[src/rtl/vga_pkg.sv]
// ============================================================================
// Module      : vga_pkg
// Description : Shared timing constants for the 640x480@60 VGA raster and
//               the counter width/type used by the timing generator.
// Revision    : 1.0 - initial release
// ============================================================================
`default_nettype none

package vga_pkg;

    // Count width; axis totals above 1024 are not supported.
    localparam int COUNT_W = 10;

    typedef logic [COUNT_W-1:0] count_t;

    // Default 640x480@60 timing (pixels / lines)
    localparam int DEF_H_ACTIVE = 640;
    localparam int DEF_H_FP     = 16;
    localparam int DEF_H_SYNC   = 96;
    localparam int DEF_H_BP     = 48;
    localparam int DEF_V_ACTIVE = 480;
    localparam int DEF_V_FP     = 10;
    localparam int DEF_V_SYNC   = 2;
    localparam int DEF_V_BP     = 33;

    function automatic int axis_total(input int active, input int fp,
                                      input int sync, input int bp);
        return active + fp + sync + bp;
    endfunction

    localparam int DEF_H_TOTAL = axis_total(DEF_H_ACTIVE, DEF_H_FP, DEF_H_SYNC, DEF_H_BP);
    localparam int DEF_V_TOTAL = axis_total(DEF_V_ACTIVE, DEF_V_FP, DEF_V_SYNC, DEF_V_BP);

endpackage

`default_nettype wire

[src/rtl/vga_axis_counter.sv]
// ============================================================================
// Module      : vga_axis_counter
// Description : Wrap counter for one raster axis. Counts 0..TOTAL-1 when
//               enabled, flags the terminal count, and decodes the active
//               and sync ranges of the *next* count so the parent can
//               register them in step with the count itself.
// Revision    : 1.0 - initial release
//
// Ports
//   clk        in   clock
//   rst_n      in   asynchronous active-low reset (count -> TOTAL-1)
//   en         in   advance the count this clock
//   count      out  current count (registered)
//   carry      out  current count is TOTAL-1 (next advance wraps)
//   active_nxt out  next count is in [0, ACTIVE-1]
//   sync_nxt   out  next count is in [SYNC_START, SYNC_START+SYNC_LEN-1]
// ============================================================================
`default_nettype none

module vga_axis_counter
    import vga_pkg::*;
#(
    parameter int TOTAL      = 800,
    parameter int ACTIVE     = 640,
    parameter int SYNC_START = 656,
    parameter int SYNC_LEN   = 96
) (
    input  logic   clk,
    input  logic   rst_n,
    input  logic   en,
    output count_t count,
    output logic   carry,
    output logic   active_nxt,
    output logic   sync_nxt
);

    localparam count_t LAST    = count_t'(TOTAL - 1);
    localparam count_t ACT_END = count_t'(ACTIVE);
    localparam count_t SYNC_LO = count_t'(SYNC_START);
    localparam count_t SYNC_HI = count_t'(SYNC_START + SYNC_LEN - 1);

    count_t count_q;
    count_t count_d;

    always_comb begin
        count_d = count_q;
        if (en) begin
            count_d = (count_q == LAST) ? '0 : count_q + count_t'(1);
        end
    end

    always_ff @(posedge clk or negedge rst_n) begin
        if (!rst_n) begin
            count_q <= LAST;
        end else begin
            count_q <= count_d;
        end
    end

    assign count      = count_q;
    assign carry      = (count_q == LAST);
    assign active_nxt = (count_d < ACT_END);
    assign sync_nxt   = (count_d >= SYNC_LO) && (count_d <= SYNC_HI);

endmodule

`default_nettype wire

[src/rtl/vga_timing.sv]
// ============================================================================
// Module      : vga_timing
// Description : VGA raster timing generator (default 640x480@60). Produces
//               position counters, active-low connector syncs, an active-high
//               v_sync level and a one-clock frame_start pulse. Every decode
//               output is registered from the next-count value, so it always
//               describes the position shown on h_count/v_count.
// Revision    : 1.0 - initial release
//
// Build option
//   VGA_TIMING_CLKDIV_EN  defined  : pixel_tick on alternate clocks (clk/2),
//                                    first tick on the 2nd clock after reset
//                         undefined: position advances on every clock
//
// Ports
//   clk            in   system clock
//   rst_n          in   asynchronous active-low reset
//   pixel_tick     out  high on each clock in which the position advanced
//   h_count        out  pixel column 0..H_TOTAL-1
//   v_count        out  line 0..V_TOTAL-1
//   display_enable out  inside the visible area
//   v_sync         out  active-high vertical sync level
//   hs_n           out  horizontal sync, active-low
//   vs_n           out  vertical sync, active-low
//   frame_start    out  one-clock pulse on entering (0,0)
// ============================================================================
`default_nettype none

module vga_timing
    import vga_pkg::*;
#(
    parameter int H_ACTIVE = DEF_H_ACTIVE,
    parameter int H_FP     = DEF_H_FP,
    parameter int H_SYNC   = DEF_H_SYNC,
    parameter int H_BP     = DEF_H_BP,
    parameter int V_ACTIVE = DEF_V_ACTIVE,
    parameter int V_FP     = DEF_V_FP,
    parameter int V_SYNC   = DEF_V_SYNC,
    parameter int V_BP     = DEF_V_BP
) (
    input  logic               clk,
    input  logic               rst_n,
    output logic               pixel_tick,
    output logic [COUNT_W-1:0] h_count,
    output logic [COUNT_W-1:0] v_count,
    output logic               display_enable,
    output logic               v_sync,
    output logic               hs_n,
    output logic               vs_n,
    output logic               frame_start
);

    localparam int H_TOTAL = axis_total(H_ACTIVE, H_FP, H_SYNC, H_BP);
    localparam int V_TOTAL = axis_total(V_ACTIVE, V_FP, V_SYNC, V_BP);

    logic advance;

`ifdef VGA_TIMING_CLKDIV_EN
    // Divide-by-2 toggle: low on the first clock after reset, so the first
    // advance happens on the second clock.
    logic div_q;
    logic div_d;

    always_comb begin
        div_d = ~div_q;
    end

    always_ff @(posedge clk or negedge rst_n) begin
        if (!rst_n) begin
            div_q <= 1'b0;
        end else begin
            div_q <= div_d;
        end
    end

    assign advance = div_q;
`else
    // Flops are held in reset, so a constant enable means the first clock
    // after release is already a tick.
    assign advance = 1'b1;
`endif

    count_t h_cnt;
    count_t v_cnt;
    logic   h_carry;
    logic   v_carry;
    logic   h_active_nxt;
    logic   v_active_nxt;
    logic   h_sync_nxt;
    logic   v_sync_nxt;
    logic   v_en;

    // Vertical axis steps only on the tick that wraps the horizontal axis.
    assign v_en = h_carry & advance;

    vga_axis_counter #(
        .TOTAL      (H_TOTAL),
        .ACTIVE     (H_ACTIVE),
        .SYNC_START (H_ACTIVE + H_FP),
        .SYNC_LEN   (H_SYNC)
    ) u_h_axis (
        .clk        (clk),
        .rst_n      (rst_n),
        .en         (advance),
        .count      (h_cnt),
        .carry      (h_carry),
        .active_nxt (h_active_nxt),
        .sync_nxt   (h_sync_nxt)
    );

    vga_axis_counter #(
        .TOTAL      (V_TOTAL),
        .ACTIVE     (V_ACTIVE),
        .SYNC_START (V_ACTIVE + V_FP),
        .SYNC_LEN   (V_SYNC)
    ) u_v_axis (
        .clk        (clk),
        .rst_n      (rst_n),
        .en         (v_en),
        .count      (v_cnt),
        .carry      (v_carry),
        .active_nxt (v_active_nxt),
        .sync_nxt   (v_sync_nxt)
    );

    logic pixel_tick_q,     pixel_tick_d;
    logic display_enable_q, display_enable_d;
    logic v_sync_q,         v_sync_d;
    logic hs_n_q,           hs_n_d;
    logic vs_n_q,           vs_n_d;
    logic frame_start_q,    frame_start_d;

    always_comb begin
        pixel_tick_d     = advance;
        display_enable_d = h_active_nxt & v_active_nxt;
        v_sync_d         = v_sync_nxt;
        hs_n_d           = ~h_sync_nxt;
        vs_n_d           = ~v_sync_nxt;
        // Both axes at their terminal count and advancing: next is (0,0).
        frame_start_d    = advance & h_carry & v_carry;
    end

    always_ff @(posedge clk or negedge rst_n) begin
        if (!rst_n) begin
            pixel_tick_q     <= 1'b0;
            display_enable_q <= 1'b0;
            v_sync_q         <= 1'b0;
            hs_n_q           <= 1'b1;
            vs_n_q           <= 1'b1;
            frame_start_q    <= 1'b0;
        end else begin
            pixel_tick_q     <= pixel_tick_d;
            display_enable_q <= display_enable_d;
            v_sync_q         <= v_sync_d;
            hs_n_q           <= hs_n_d;
            vs_n_q           <= vs_n_d;
            frame_start_q    <= frame_start_d;
        end
    end

    assign pixel_tick     = pixel_tick_q;
    assign h_count        = h_cnt;
    assign v_count        = v_cnt;
    assign display_enable = display_enable_q;
    assign v_sync         = v_sync_q;
    assign hs_n           = hs_n_q;
    assign vs_n           = vs_n_q;
    assign frame_start    = frame_start_q;

endmodule

`default_nettype wire

[config.mk]
export PLATFORM = sky130hd
export DESIGN_NAME = vga_timing
export DESIGN_NICKNAME = d
export VERILOG_FILES = /design/src/rtl/vga_pkg.sv /design/src/rtl/vga_axis_counter.sv /design/src/rtl/vga_timing.sv
export SDC_FILE = /design/constraint.sdc
export NUM_CORES = 1
export LEC_CHECK = 0
export CAP_MARGIN = 20
export CORE_MARGIN = 2
export CORE_UTILIZATION = 25
export DETAILED_ROUTE_END_ITERATION = 7
export PLACE_DENSITY = 0.54
export SLEW_MARGIN = 20
export SYNTH_ARGS = -nofsm -noshare
export SYNTH_HDL_FRONTEND = slang
export SYNTH_HIERARCHICAL = 1
export SYNTH_SLANG_ARGS = --single-unit
[constraint.sdc]
create_clock -name clk -period 3 [get_ports clk]
set_input_delay 0.3 -clock clk [delete_from_list [all_inputs] [get_ports clk]]
set_output_delay 0.3 -clock clk [all_outputs]
set_load 0.02 [all_outputs]
# [Yosys cells after proc, flatten, opt, wreduce, memory -nomap -nowiden]
# Index checks and enable logic that the tools add are counted.
[classes] addsub=2 magnitude_cmp=6 n_eq_ne=2 n_mux=3 bitwise=4 reduce_logical=2
[ops] cell="$mux W10" n=3
[ops] cell="$add A10 B1 Y10 const B" n=2
[ops] cell="$eq A10 B10 Y1 const B" n=2
[ops] cell="$ge A10 B10 Y1 const B" n=1
[ops] cell="$ge A10 B9 Y1 const B" n=1
[ops] cell="$le A10 B10 Y1 const B" n=1
[ops] cell="$le A10 B9 Y1 const B" n=1
[ops] cell="$lt A10 B10 Y1 const B" n=1
[ops] cell="$lt A10 B9 Y1 const B" n=1
[ops] cell="$and A1 B1 Y1" n=2
[ops] cell="$logic_and A1 B1 Y1" n=2
[ops] cell="$not A1 Y1" n=2
[totals] ff_bits=26 out_inout_bits=26 wordCells=27

# [Longest topological paths before layout]
[logic_depth] ltp_word=6 mapped_depth=9 mapped_depth_nobuf=8

# [By module]
# The synthesis kept the hierarchy.
[by_module_without_submodules] mod="vga_axis_counter at u_v_axis" instances=1 cells_each=76 area_each_um2=709.4
[by_module_without_submodules] mod="vga_axis_counter at u_h_axis" instances=1 cells_each=57 area_each_um2=594.3
[by_module_without_submodules] mod="vga_timing" instances=1 cells_each=11 area_each_um2=176.4

# [Worst setup path after synthesis]
# Ideal clock, no wire load.
[synth_path] kind="reg-to-reg" startpoint="register u_h_axis.count_q[9] (netlist: u_h_axis/count[9])" endpoint="register vs_n_q (netlist: vs_n)" arrival_ns=2.548 setup_slack_ns=0.378 path_stages_with_launch=10 cell_sequence="dfstp_2 > nor4b_2 > and4_2 > buf_6 > nand3_4 > or2_4 > or4_1 > a22oi_1 > and4bb_1 > inv_1"
[synth_between] elab_chain_cells=5 elab_cells_between_ends=6 cone_classes="order compare (2); eq/ne (1); mux (1); bitwise (1); reduce/logical (1)"
[synth_lines] element="from (decl)" line="vga_axis_counter.sv:42" text="count_t count_q;"
[synth_lines] element="from (signal assigned)" line="vga_axis_counter.sv:56" text="count_q <= count_d;"
[synth_lines] element="$eq A10 B10 Y1 *" line="vga_axis_counter.sv:61" text="assign carry = (count_q == LAST);"
[synth_lines] element="named net h_carry" line="vga_timing.sv:85" text="logic h_carry;"
[synth_lines] element="$mux W10 *" line="vga_axis_counter.sv:47" text="if (en) begin"
[synth_lines] element="$ge A10 B9 Y1 or $le A10 B9 Y1 (tied branches)" line="vga_axis_counter.sv:63" text="assign sync_nxt = (count_d >= SYNC_LO) && (count_d <= SYNC_HI);"
[synth_lines] element="$logic_and A1 B1 Y1 *" line="vga_axis_counter.sv:63"
[synth_lines] element="named net v_sync_d" line="vga_timing.sv:128" text="logic v_sync_q, v_sync_d;"
[synth_lines] element="$not A1 Y1 *" line="vga_timing.sv:138" text="vs_n_d = ~v_sync_nxt;"
[synth_lines] element="named net vs_n_d" line="vga_timing.sv:130" text="logic vs_n_q, vs_n_d;"
[synth_lines] element="to (signal assigned)" line="vga_timing.sv:156" text="vs_n_q <= vs_n_d;"
[synth_lines] element="to (decl)" line="vga_timing.sv:130"
# Mark *: on every way through the listed nets, which the timed path passes. The rest lies on a longest branch.

# [Worst setup path in the final report]
# Ends and elaborated chain as after synthesis.

==> results.cfg <==
[detailed_routing]
drt-wirelength-per-cell_um = 12.8
vias = 1167
ant_nets = 0
remaining_drc_errors = 0
drtPass1Iterations = 6
routed_wl_mm = 3.20
drtIter0Drc = 36
viasPerCell = 4.67

[timing]
rsz0062_at_grt = false
hold_viol = 0
fin_crit_sh_pct = 88.3
slew_viol_final = 0
finClkSkew_ns = 0.00703
worst_pin_slew_ns = 0.515
fin_crit_ns = 2.65
clock.fmax_mhz = 377
hold_slack_ns = 0.415
maxSlewHeadroom_pct = 65.4
setup_slack_ns = 0.351
setup_viol = 0
tns_ns = 0

[yosys]
ys_ff_latch = 26
ys_seq_area_share_pct = 45.0
avgSynthCellArea_um2 = 10.3
synthArstFlopShare_pct = 100
netlist_instances = 144
synth_edf_count = 0
ys.flop_type = dfrtp_1
synth.cell_area_um2 = 1480
yosysUniqueCellTypes = 54
ys_warn_count = 6

[setup_path]
arrival_ns = 2.85
critPathRequiredTime_ns = 3.20
path_cells = nor4b_2 -> and4_2 -> nand3_4 -> or2_4 -> or4_1 -> a22oi_1 -> and4bb_1 -> inv_1
crit_path_end_kind = flop
max_stage_delay_ns = 0.56
cp-start-kind = flop
worstSetupPathType = flop to flop
critPathMaxFanout = 4
slowest_stage = dfstp_2

[clock_tree]
post-cts-setup-buffers = 0
clockBufferDepth = 2
cts_tree = yes
htreeDepth = 1
cts.repair.resized = 0
clock_sinks = 26
path_clk_slew_ns = 0.09
clk_latency_ns = 0.27
cts_root_buf = clkbuf_8
numCtsBuffers = 3
cts_hold_buf = 0

[grt]
grt_pass1_wl_mm = 5.48
antenna_found_initial = 0
grt_pass1_vias = 1107
grt_use_total_pct = 10.8
grt_max_degree = 27
overflow = 0

[layout]
num_antenna_cells = 0
multi_input_area_um2 = 742
layout_common_cells = 27 x clkdlybuf4s50_1, 14 x dfrtp_1, 12 x dfstp_2
nets = 181
regArea_um2 = 666
stdcell_area_um2 = 1860
fillCellCount = 631
area_growth_pct = 25.8
layout_commonest_cell = clkdlybuf4s50_1
drive_above_1_share_pct = 17.1

[power]
ir_worst_vdd_mv = 0.353
leakagePower_nw = 0.736
p_per_area_nw_per_um2 = 523

[placed_design]
io_buffers = 27
place_area_um2 = 1820
dp_hpwl_mm = 2.36
gp_congestion = 0.760
place_ws_ns = 0.382

[status]
outcome = complete, no violations

[run]
cap_violations = 0

[die]
rows = 28
fp.dieW_um = 80.9
dieHeight_um = 80.9
core-area_um2 = 5820
initial_core_util_pct = 25.5
boundaryPins = 28
fp.dieArea_um2 = 6550

[worst_hold_path]
hp-class = input port to asynchronous set/reset pin
critical path: cells and delay by family, from the launching register on:
| family | cells | cell delay (ns) |
|---|---|---|
| buf+inv | 1 | 0.04 |
| compound gates | 1 | 0.25 |
| simple gates | 6 | 1.74 |
| flops | 1 | 0.56 |
registers in the layout, summed over array words and instances, names as in the netlist:
name	flops
v_sync	1
pixel_tick	1
frame_start	1
u_v_axis/count	10
hs_n	1
u_h_axis/count	10
vs_n	1
display_enable	1
cell families (layout without fill, tap and decap cells):
family                     after synthesis  in the layout  share of synthesized area (%)
AOI/OAI and AO/OA                       25             25                           11.7
xor gates and xnor gates                11             11                           7.02
adders and majority gates                3              3                           2.54
buffers and inverters                   16             41                           6.42
DFF                                     26             26                           45.0
muxes                                    4              4                           2.87
other                                    1              7                          0.253
and+or+nand+nor                         58             58                           24.3
cell usage after synthesis (2+ instances only):
master	number	share of area (%)
a21boi_0	2	1.0
and2_1	3	1.3
and3_1	4	1.7
and4_2	2	1.4
buf_6	4	3.0
clkbuf_1	2	0.51
dfrtp_1	14	24
dfstp_2	12	21
ha_1	3	2.5
inv_1	8	2.0
mux2_2	2	1.5
mux2i_1	2	1.4
nand2_1	8	2.0
nand3_1	7	2.4
nand4_1	3	1.3
nor2_1	9	2.3
nor3_1	3	1.0
nor4_1	2	0.85
o21ai_0	6	2.0
o21ai_1	4	1.4
or3_1	3	1.3
xnor2_1	3	1.8
xor2_1	7	4.1
stage by stage:
step	total power [mW]	instances	util [%]
after floorplan	0.658	150	-
after global placement	0.774	246	31.2
after detailed placement	0.782	246	31.2
after CTS	0.990	250	32.0
after global routing	1.05	250	32.0
final	0.974	250	32.0
layer usage:
layer  GRT usage [%]  part of all wire, %
met1            14.2                   47
met2            18.0                   47
met3            2.00                  5.3
met4            3.05                 0.66
met5               0                    0
power by group:
part	switching (mW)	internal, mW	total [mW]	leakage (nW)
Sequential	0.0586	0.420	0.478	0.313
Clock	0.107	0.0949	0.202	0.0228
Combinational	0.153	0.141	0.294	0.400
final timing paths:
path                                              from                     endpoint  slack, ns  depth (start not counted)
setup reg to reg           u_h_axis/count[9]$_DFF_PN1_               vs_n$_DFF_PN1_       0.35                          8
min in group clk           u_h_axis/count[3]$_DFF_PN1_  u_h_axis/count[3]$_DFF_PN1_       0.51                          2
setup / recovery           u_h_axis/count[9]$_DFF_PN1_               vs_n$_DFF_PN1_       0.35                          8
hold reg to reg            u_h_axis/count[3]$_DFF_PN1_  u_h_axis/count[3]$_DFF_PN1_       0.51                          2
max in group asynchronous                        rst_n  u_v_axis/count[3]$_DFF_PN1_       2.28                          2
hold / removal                                   rst_n        frame_start$_DFF_PN0_       0.41                          2
cell type report:
| type | count | share of cell area, % |
|---|---|---|
| multi-input combinational | 108 | 39.9 |
| sequential | 26 | 35.8 |
| timing repair buffer | 29 | 15.3 |
| tap | 75 | 5.04 |
| clock buffer | 4 | 2.42 |
| inverter | 8 | 1.61 |
Power figures use the tool's default switching activity.
